$ cat src/rtl/roberto_pkg.sv
// rtl/roberto_pkg.sv - shared constants, state codes and helpers for the sensor-frame responder
package roberto_pkg;

  localparam int BYTE_W           = 8;
  localparam int DIST_W           = 10;
  localparam int NUM_SENSORS      = 3;
  localparam int BYTES_PER_SENSOR = 4;
  localparam int FRAME_BYTES      = NUM_SENSORS * BYTES_PER_SENSOR;
  localparam int TIMER_W          = 24;

  localparam logic [BYTE_W-1:0] ASCII_HASH = 8'h23;
  localparam logic [BYTE_W-1:0] ASCII_ZERO = 8'h30;
  localparam logic [BYTE_W-1:0] ASCII_ONE  = 8'h31;
  localparam logic [BYTE_W-1:0] ASCII_NINE = 8'h39;

  localparam logic [1:0] LAST_SENSOR   = 2'(NUM_SENSORS - 1);
  localparam logic [1:0] LAST_BYTE_IDX = 2'(BYTES_PER_SENSOR - 1);

  typedef enum logic [3:0] {
    ST_IDLE        = 4'd0,
    ST_RECEBE      = 4'd1,
    ST_ARMAZENA    = 4'd2,
    ST_PROX_SENSOR = 4'd3,
    ST_DECIDE      = 4'd4,
    ST_ENVIA       = 4'd5,
    ST_PROX_ENVIO  = 4'd6,
    ST_FINAL       = 4'd7,
    ST_ERRO        = 4'd8
  } state_t;

  function automatic logic [BYTE_W-1:0] flag_to_ascii(input logic flag);
    return flag ? ASCII_ONE : ASCII_ZERO;
  endfunction

endpackage

$ cat src/rtl/roberto_respondedor_if.sv
// rtl/roberto_respondedor_if.sv - byte-level serial rx/tx handshake between UART and responder
interface roberto_respondedor_if;
  import roberto_pkg::*;

  logic [BYTE_W-1:0] dado_rx;
  logic              pronto_rx;
  logic              pronto_tx;
  logic              partida_tx;
  logic [BYTE_W-1:0] dado_tx;

  // master is the serial peripheral side, slave is the responder
  modport master (
    output dado_rx,
    output pronto_rx,
    output pronto_tx,
    input  partida_tx,
    input  dado_tx
  );

  modport slave (
    input  dado_rx,
    input  pronto_rx,
    input  pronto_tx,
    output partida_tx,
    output dado_tx
  );

endinterface

$ cat src/rtl/roberto_ascii_acc.sv
// rtl/roberto_ascii_acc.sv - ASCII digit classification and decimal accumulator for one sensor field
module roberto_ascii_acc
  import roberto_pkg::*;
(
  input  logic              clock,
  input  logic              reset,
  input  logic [BYTE_W-1:0] byte_in,
  input  logic              step,
  input  logic              clear,
  output logic [DIST_W-1:0] acc,
  output logic [1:0]        index,
  output logic              is_digit,
  output logic              is_hash
);

  logic [DIST_W-1:0] acc_q, acc_d;
  logic [1:0]        index_q, index_d;

  assign is_digit = (byte_in >= ASCII_ZERO) && (byte_in <= ASCII_NINE);
  assign is_hash  = (byte_in == ASCII_HASH);
  assign acc      = acc_q;
  assign index    = index_q;

  // Low nibble of '0'..'9' is the digit value; at most 99*10+9 so 10 bits never overflow.
  always_comb begin
    acc_d   = acc_q;
    index_d = index_q;
    if (clear) begin
      acc_d   = '0;
      index_d = '0;
    end else if (step) begin
      acc_d   = (acc_q << 3) + (acc_q << 1) + {{(DIST_W-4){1'b0}}, byte_in[3:0]};
      index_d = index_q + 2'd1;
    end
  end

  always_ff @(posedge clock or posedge reset) begin
    if (reset) begin
      acc_q   <= '0;
      index_q <= '0;
    end else begin
      acc_q   <= acc_d;
      index_q <= index_d;
    end
  end

endmodule

$ cat src/rtl/roberto_respondedor.sv
// rtl/roberto_respondedor.sv - decodes 3-sensor ASCII distance frames and answers one flag byte per sensor
module roberto_respondedor
  import roberto_pkg::*;
#(
  parameter logic [DIST_W-1:0]  THRESHOLD = 10'd100,
  parameter logic [TIMER_W-1:0] TIMEOUT   = 24'd5_000_000
) (
  input  logic                  clock,
  input  logic                  reset,
  input  logic                  habilita,
  roberto_respondedor_if.slave  serial,
  output logic [DIST_W-1:0]     distancia_0,
  output logic [DIST_W-1:0]     distancia_1,
  output logic [DIST_W-1:0]     distancia_2,
  output logic                  pronto,
  output logic                  erro,
  output logic [3:0]            db_estado
);

  state_t               state_q, state_d;
  logic [BYTE_W-1:0]    byte_q, byte_d;
  logic [1:0]           sensor_q, sensor_d;
  logic [1:0]           tx_idx_q, tx_idx_d;
  logic [TIMER_W-1:0]   timer_q, timer_d;
  logic [2:0]           flags_q, flags_d;
  logic [BYTE_W-1:0]    dado_tx_q, dado_tx_d;
  logic [DIST_W-1:0]    dist_q [NUM_SENSORS];
  logic [DIST_W-1:0]    dist_d [NUM_SENSORS];

  logic                 acc_step;
  logic                 acc_clear;
  logic [DIST_W-1:0]    acc;
  logic [1:0]           byte_idx;
  logic                 is_digit;
  logic                 is_hash;

  function automatic logic pick_flag(input logic [2:0] flags, input logic [1:0] idx);
    case (idx)
      2'd0:    return flags[0];
      2'd1:    return flags[1];
      default: return flags[2];
    endcase
  endfunction

  roberto_ascii_acc u_acc (
    .clock    (clock),
    .reset    (reset),
    .byte_in  (byte_q),
    .step     (acc_step),
    .clear    (acc_clear),
    .acc      (acc),
    .index    (byte_idx),
    .is_digit (is_digit),
    .is_hash  (is_hash)
  );

  always_comb begin
    state_d   = state_q;
    byte_d    = byte_q;
    sensor_d  = sensor_q;
    tx_idx_d  = tx_idx_q;
    timer_d   = '0;
    flags_d   = flags_q;
    dado_tx_d = dado_tx_q;
    dist_d    = dist_q;
    acc_step  = 1'b0;
    acc_clear = 1'b0;

    case (state_q)
      ST_IDLE: begin
        if (serial.pronto_rx && habilita) begin
          byte_d  = serial.dado_rx;
          state_d = ST_ARMAZENA;
        end
      end

      // Timer is zero on entry because every other state forces it to zero.
      ST_RECEBE: begin
        if (serial.pronto_rx) begin
          byte_d  = serial.dado_rx;
          state_d = ST_ARMAZENA;
        end else if (timer_q == TIMEOUT) begin
          state_d = ST_ERRO;
        end else begin
          timer_d = timer_q + 1'b1;
        end
      end

      ST_ARMAZENA: begin
        if (byte_idx != LAST_BYTE_IDX) begin
          if (is_digit) begin
            acc_step = 1'b1;
            state_d  = ST_RECEBE;
          end else begin
            state_d  = ST_ERRO;
          end
        end else if (is_hash) begin
          state_d = ST_PROX_SENSOR;
        end else begin
          state_d = ST_ERRO;
        end
      end

      ST_PROX_SENSOR: begin
        acc_clear = 1'b1;
        case (sensor_q)
          2'd0:    dist_d[0] = acc;
          2'd1:    dist_d[1] = acc;
          default: dist_d[2] = acc;
        endcase
        if (sensor_q == LAST_SENSOR) begin
          sensor_d = '0;
          state_d  = ST_DECIDE;
        end else begin
          sensor_d = sensor_q + 2'd1;
          state_d  = ST_RECEBE;
        end
      end

      // The first response byte is built from the fresh compare so it is valid on entry to ENVIA.
      ST_DECIDE: begin
        flags_d   = {dist_q[2] < THRESHOLD, dist_q[1] < THRESHOLD, dist_q[0] < THRESHOLD};
        dado_tx_d = flag_to_ascii(dist_q[0] < THRESHOLD);
        tx_idx_d  = '0;
        state_d   = ST_ENVIA;
      end

      ST_ENVIA: begin
        if (serial.pronto_tx) begin
          state_d = ST_PROX_ENVIO;
        end
      end

      ST_PROX_ENVIO: begin
        if (tx_idx_q == LAST_SENSOR) begin
          tx_idx_d = '0;
          state_d  = ST_FINAL;
        end else begin
          tx_idx_d  = tx_idx_q + 2'd1;
          dado_tx_d = flag_to_ascii(pick_flag(flags_q, tx_idx_q + 2'd1));
          state_d   = ST_ENVIA;
        end
      end

      ST_FINAL: begin
        state_d = ST_IDLE;
      end

      ST_ERRO: begin
        acc_clear = 1'b1;
        sensor_d  = '0;
        tx_idx_d  = '0;
        state_d   = ST_IDLE;
      end

      default: begin
        state_d = ST_IDLE;
      end
    endcase
  end

  always_ff @(posedge clock or posedge reset) begin
    if (reset) begin
      state_q   <= ST_IDLE;
      byte_q    <= '0;
      sensor_q  <= '0;
      tx_idx_q  <= '0;
      timer_q   <= '0;
      flags_q   <= '0;
      dado_tx_q <= '0;
      dist_q    <= '{default: '0};
    end else begin
      state_q   <= state_d;
      byte_q    <= byte_d;
      sensor_q  <= sensor_d;
      tx_idx_q  <= tx_idx_d;
      timer_q   <= timer_d;
      flags_q   <= flags_d;
      dado_tx_q <= dado_tx_d;
      dist_q    <= dist_d;
    end
  end

  // Pulse and request outputs decode straight from the state register so reset clears them at once.
  assign serial.partida_tx = (state_q == ST_ENVIA);
  assign serial.dado_tx    = dado_tx_q;
  assign pronto            = (state_q == ST_FINAL);
  assign erro              = (state_q == ST_ERRO);
  assign distancia_0       = dist_q[0];
  assign distancia_1       = dist_q[1];
  assign distancia_2       = dist_q[2];

  always_comb begin
    db_estado = 4'hF;
    case (state_q)
      ST_IDLE, ST_RECEBE, ST_ARMAZENA, ST_PROX_SENSOR, ST_DECIDE,
      ST_ENVIA, ST_PROX_ENVIO, ST_FINAL, ST_ERRO: db_estado = state_q;
      default:                                    db_estado = 4'hF;
    endcase
  end

endmodule

$ cat src/flat_wrapper.sv
// flat-port wrapper written by rule: the top's interface ports become plain ports
module roberto_respondedor_flat import roberto_pkg::*;
#(
  parameter logic [DIST_W-1:0]  THRESHOLD = 10'd100,
  parameter logic [TIMER_W-1:0] TIMEOUT   = 24'd5_000_000
)
  (clock, reset, habilita, distancia_0, distancia_1, distancia_2, pronto, erro, db_estado, serial_dado_rx, serial_pronto_rx, serial_pronto_tx, serial_partida_tx, serial_dado_tx);
  roberto_respondedor_if serial_i ();
  input  logic clock;
  input  logic reset;
  input  logic habilita;
  output logic [DIST_W-1:0] distancia_0;
  output logic [DIST_W-1:0] distancia_1;
  output logic [DIST_W-1:0] distancia_2;
  output logic pronto;
  output logic erro;
  output logic [3:0] db_estado;
  input wire logic [$bits(serial_i.dado_rx)-1:0] serial_dado_rx;
  input wire logic [$bits(serial_i.pronto_rx)-1:0] serial_pronto_rx;
  input wire logic [$bits(serial_i.pronto_tx)-1:0] serial_pronto_tx;
  output wire logic [$bits(serial_i.partida_tx)-1:0] serial_partida_tx;
  output wire logic [$bits(serial_i.dado_tx)-1:0] serial_dado_tx;
  assign serial_i.dado_rx = serial_dado_rx;
  assign serial_i.pronto_rx = serial_pronto_rx;
  assign serial_i.pronto_tx = serial_pronto_tx;
  assign serial_partida_tx = serial_i.partida_tx;
  assign serial_dado_tx = serial_i.dado_tx;
  roberto_respondedor #(.THRESHOLD(THRESHOLD), .TIMEOUT(TIMEOUT)) u_core (.clock(clock), .reset(reset), .habilita(habilita), .serial(serial_i), .distancia_0(distancia_0), .distancia_1(distancia_1), .distancia_2(distancia_2), .pronto(pronto), .erro(erro), .db_estado(db_estado));
endmodule
$ cat config.mk
export PLATFORM = sky130hd
export DESIGN_NAME = roberto_respondedor_flat
export DESIGN_NICKNAME = d
export VERILOG_FILES = /design/src/rtl/roberto_pkg.sv /design/src/rtl/roberto_respondedor_if.sv /design/src/rtl/roberto_ascii_acc.sv /design/src/rtl/roberto_respondedor.sv /design/src/flat_wrapper.sv
export SDC_FILE = /design/constraint.sdc
export NUM_CORES = 1
export LEC_CHECK = 0
export CAP_MARGIN = 30
export CORE_UTILIZATION = 30
export DETAILED_ROUTE_END_ITERATION = 10
export MAX_ROUTING_LAYER = met4
export PLACE_DENSITY = 0.6
export SKIP_LAST_GASP = 1
export SYNTH_ARGS = -nofsm -noshare
export SYNTH_HDL_FRONTEND = slang
export SYNTH_SLANG_ARGS = --single-unit
export TNS_END_PERCENT = 30
$ cat constraint.sdc
create_clock -name clock -period 3 [get_ports clock]
set_clock_uncertainty 0.15 [all_clocks]
set_input_delay 0.45 -clock clock [delete_from_list [all_inputs] [get_ports clock]]
set_output_delay 0.45 -clock clock [all_outputs]
set_load 0.02 [all_outputs]
# Word-level counts from Yosys, hierarchy flattened
# Cells that the tools add are included.
# op_classes
addsub,6
n_lt_le_gt_ge,5
eq_ne,20
n_mux,36
n_bitwise,1
n_reduce_logical,20
# op_table
operator,n
$mux W24,3
$mux W4,8
$pmux W8 S2,2
$lt A10 B7 Y1 const B,3
$pmux W4 S7,1
$add A24 B1 Y24 const B,1
$eq A24 B23 Y1 const B,1
$mux W8,3
$mux W10,2
$eq A4 B3 Y1 const B,4
$add A10 B10 Y10,1
$add A10 B4 Y10,1
$mux W2,5
$reduce_bool A2 Y1,5
$reduce_or A9 Y1,1
$eq A4 B2 Y1 const B,2
$eq A8 B6 Y1 const B,1
$ge A8 B6 Y1 const B,1
$le A8 B6 Y1 const B,1
$mux W1,8
$ne A2 B2 Y1 const B,4
$pmux W2 S2,2
$reduce_and A2 Y1,4
$add A2 B1 Y2 const B,3
14 further kinds,21
# word_totals
reg_bits,93
inputBits,13
output_inout_bits,45
word_cells,100

# Depth between registers and ports, before layout
# depth
ltp_word,8
depth_mapped,8
ltp_nobuf,8

# Modules after synthesis
# Synthesis repeated with hierarchy kept, for this count alone.
# unflattened
cells_unflattened,438
hier_area_um2,4748.3
# modules_own_cells
mod,instances,cells_per_inst,area_each_um2,seq_area_each_um2
roberto_respondedor,1,333,3744.8,1876.8
roberto_ascii_acc,1,105,1003.5,300.3

# Worst setup path after synthesis
# Ideal clock, no wire load.
# synth_timing
kind,register to register
start,register u_core.u_acc.acc_q[0] (netlist: u_core.u_acc.acc[0])
end,register u_core.u_acc.acc_q[8] (netlist: u_core.u_acc.acc[8])
arrival_ps,2181
t_required_ps,2726
path_slack_ps,546
stages_incl_launch_ff,9
period_less_slack_ps,2454
cell_sequence,dfrtp_1 -> inv_1 -> fa_1 -> inv_1 -> fa_1 -> a211oi_1 -> o21a_1 -> nor4b_1 -> a211o_1
# synth_between
elab_chain_cells,4
# synth_rtl
item,line_no,source
start: declaration,roberto_ascii_acc.sv:16,"logic [DIST_W-1:0] acc_q, acc_d;"
start signal: assignment,roberto_ascii_acc.sv:39,acc_q <= '0;
start signal: assignment,roberto_ascii_acc.sv:42,acc_q <= acc_d;
$add A10 B10 Y10,roberto_ascii_acc.sv:32,"acc_d = (acc_q << 3) + (acc_q << 1) + {{(DIST_W-4){1'b0}}, byte_in[3:0]};"
$add A10 B4 Y10,roberto_ascii_acc.sv:32,
$mux W10,roberto_ascii_acc.sv:31,end else if (step) begin
$mux W10,roberto_ascii_acc.sv:28,if (clear) begin
# No other way between the ends. The select of a mux whose other input is x is not followed.
# A chain may end at the register's enable or synchronous reset.

# Worst setup path in the final report
# layout_timing
start,register u_core.state_q[3]
end,output port erro
# layout_between
elab_chain_cells,1
# layout_rtl
item,line_no,source
start: declaration,roberto_respondedor.sv:20,"state_t state_q, state_d;"
start signal: assignment,roberto_respondedor.sv:173,state_q <= state_d;
$eq A4 B4 Y1,roberto_respondedor.sv:188,assign erro = (state_q == ST_ERRO);
end: declaration,flat_wrapper.sv:16,output logic erro;
# No other way between the ends.

==> qor.csv <==
stage,metric,value,unit
detailed_routing,DR vias,3442,
power,Leak,0.002515,uW
placement,I/O Buffers,52,
timing,Max Fclk,0.3542,GHz
worst_hold_path,worst hold path class,primary input to asynchronous set/reset pin,
detailed_routing,WL/cell,15.75,um
detailed_routing,DRT antenna net count,0,
logic_synthesis,synth unique cells,60,
floorplanning,# IOs,58,
grt,global-route wire length before repair,17.93,mm
cts,post-cts hold buffer count,0,
setup_path,"Arr. time, crit path",2.22,ns
logic_synthesis,Most used DFF post-synth,dfrtp_1,
logic_synthesis,Yosys reg bits,87,
logic_synthesis,most numerous cell in the Yosys netlist,dfrtp_1,
grt,vias in the first global route,3487,
grt,grt ovf,0,
timing,final slew viol count,0,
cts,CTS HTree Levels,3,
timing,worst slew pin tran,0.7716,ns
placement,GP Congestion,0.8532,
logic_synthesis,"EDFF count, synth",0,
grt,Overall Global Routing Usage,14.78,%
logic_synthesis,main area contributors after synthesis,"dfrtp_1, mux2_2, ha_1",
setup_path,crit start category,flip-flop,
timing,RSZ-0062 raised after global routing,no,
floorplanning,FP Rows,45,
detailed_routing,Starting DRT DRC Count,235,
floorplanning,area of the core,15150,um2
timing,final period utilization,94.12,%
cts,"Setup Fix Bufs, Post-CTS",0,
logic_synthesis,mapped cell area,4649,um2
detailed_routing,via/cell ratio,5.114,
finish,layout cells sized above 1,14.02,%
logic_synthesis,Syn Inst Count,430,
floorplanning,die width,126.5,um
power,VDD IR max,0.0003719,V
setup_path,Setup crit end kind,primary output,
grt,initial antenna violation count,0,
logic_synthesis,"area leader, netlist",dfrtp_1,
floorplanning,Die ar.,16000,um2
floorplanning,Initial Utilization,30.70,%
timing,final hold viol count,0,
cts,clk slew on worst S/H paths,0.06,ns
logic_synthesis,Yosys warnings,0,
finish,nets,516,
setup_path,critical path type,flip-flop to primary output,
timing,post-route setup TNS,0,ns
detailed_routing,Residual DRC,0,
timing,Period minus WS final,2.824,ns
cts,CTS root buffer,clkbuf_16,
setup_path,Crit Path Max Fanout,15,
cts,later-pin clock latency in the skew report,0.34,ns
cts,TritonCTS buffer count,9,
outcome,outcome,finished clean,
timing,# setup viols final,0,
cts,largest buffer count on any clock path,2,
finish,Antenna diodes,0,
job,Max-Cap Viols,0,
cts,clk sink count,87,
setup_path,Critical Path RT,2.40,ns
logic_synthesis,sequential-to-total area share from yosys stat,46.82,%
logic_synthesis,syn avg cell area,10.81,um2
power,PwrDens,587.0,nW/um2
detailed_routing,Routed WL,10.60,mm
cts,post-CTS sizing,0,
logic_synthesis,Post-synth top cells,"dfrtp_1, mux2_2, nand2_1",
cts,CTS tree,yes,
finish,Final Core Density,37.45,%
logic_synthesis,share of the synthesized area in the top cell type,46.82,%
floorplanning,Die Y,126.5,um
grt,largest net degree at the start of global routing,58,
timing,Worst slew margin,47.91,%
logic_synthesis,Post-synth ARST share,100.0,%
placement,dpl hpwl,7.556,mm
finish,synth-to-layout area growth,21.99,%
detailed_routing,drt first pass iters,4,
layer usage:
layer	up-vias	GRT usage [%]	wire length (um)
li1	1667	-	-
met1	1712	18.24	4959
met2	53	24.44	5236
met3	10	3.585	283
met4	0	3.402	121
met5	-	-	0
where the power goes:
| group | internal (uW) | total (uW) | switching (uW) |
|---|---|---|---|
| Sequential | 1280 | 1430 | 148 |
| Combinational | 340 | 747 | 407 |
| Clock | 676 | 1150 | 479 |
cell usage in the layout (no fill, tap or decap), types with 5 or more instances in the layout:
| cell type | instances |
|---|---|
| buf_4 | 7 |
| mux2_2 | 37 |
| clkbuf_16 | 9 |
| and3_1 | 5 |
| xor2_1 | 9 |
| conb_1 | 5 |
| nand3_1 | 11 |
| xnor2_1 | 11 |
| clkdlybuf4s50_1 | 52 |
| nor2_1 | 13 |
| nor2b_1 | 5 |
| a21o_1 | 6 |
| o21ai_0 | 21 |
| ha_1 | 21 |
| nor4b_1 | 5 |
| a211oi_1 | 7 |
| nor3_1 | 23 |
| nor4_1 | 5 |
| nand2b_1 | 7 |
| dfrtp_1 | 87 |
| nand2_1 | 33 |
| inv_1 | 14 |
| a21oi_1 | 9 |
| and4_1 | 5 |
| nand4_1 | 10 |
| a22o_1 | 11 |
cells by family after synthesis:
group | share of synthesized area [%]
simple gates | 17.33
flops | 46.82
compound gates | 11.87
mux | 9.607
buf+inv | 4.009
fa+ha+maj | 6.512
xor+xnor | 3.768
other cells | 0.08065
flip-flops by register name (all words and copies together) (netlist names):
register,flops
u_core.byte_q,8
u_core.distancia_0,10
u_core.distancia_1,10
u_core.distancia_2,10
u_core.flags_q,3
u_core.sensor_q,2
u_core.serial.dado_tx,2
u_core.state_q,4
u_core.timer_q,24
u_core.tx_idx_q,2
u_core.u_acc.acc,10
u_core.u_acc.index,2
area by class of cell:
class,count,area [um2]
fillers,1463,9474
well taps,188,235.2
inverters,15,57.56
multi-input cells,307,2301
clock inverters,5,65.06
flip-flops and latches,87,2177
clock buffers,11,242.7
repair buffers,60,593.1
per-stage QoR:
| stage | power (uW) | hold slack (ns) | cells | setup slack (ns) | cell area, um2 |
|---|---|---|---|---|---|
| global route | 3550 | 0.3549 | 673 | 0.03346 | 5672 |
| CTS | 3391 | 0.3417 | 673 | 0.09800 | 5672 |
| detailed placement | 2203 | 0.3275 | 657 | 0.4192 | 5364 |
| finish | 3329 | 0.3250 | 673 | 0.1764 | 5672 |
| global placement | 2191 | 0.3184 | 657 | 0.4648 | 5364 |
| floorplan | 1963 | 0.2931 | 434 | 0.1498 | 4664 |
critical path, cell delays in order (launching register included):
cell and delay, ns:
dfrtp_1 0.67, nor4b_1 0.51, clkdlybuf4s50_1 0.70
worst paths after layout:
kind / from / to / slack (ns) / cells past startpoint
worst min register to register: u_core.serial.dado_tx[4] / u_core.serial.dado_tx[4] / 0.33 / 1
worst max-delay path: u_core.state_q[3] / erro / 0.18 / 2
min in group clock: u_core.serial.dado_tx[4] / u_core.serial.dado_tx[4] / 0.33 / 1
max in group asynchronous: reset / u_core.distancia_1[3] / 1.69 / 3
worst max register to register: u_core.u_acc.acc[0] / u_core.u_acc.acc[8] / 0.41 / 8
worst min-delay path: reset / u_core.timer_q[0] / 0.33 / 2
Note: power is estimated with default switching activity, not from simulation.
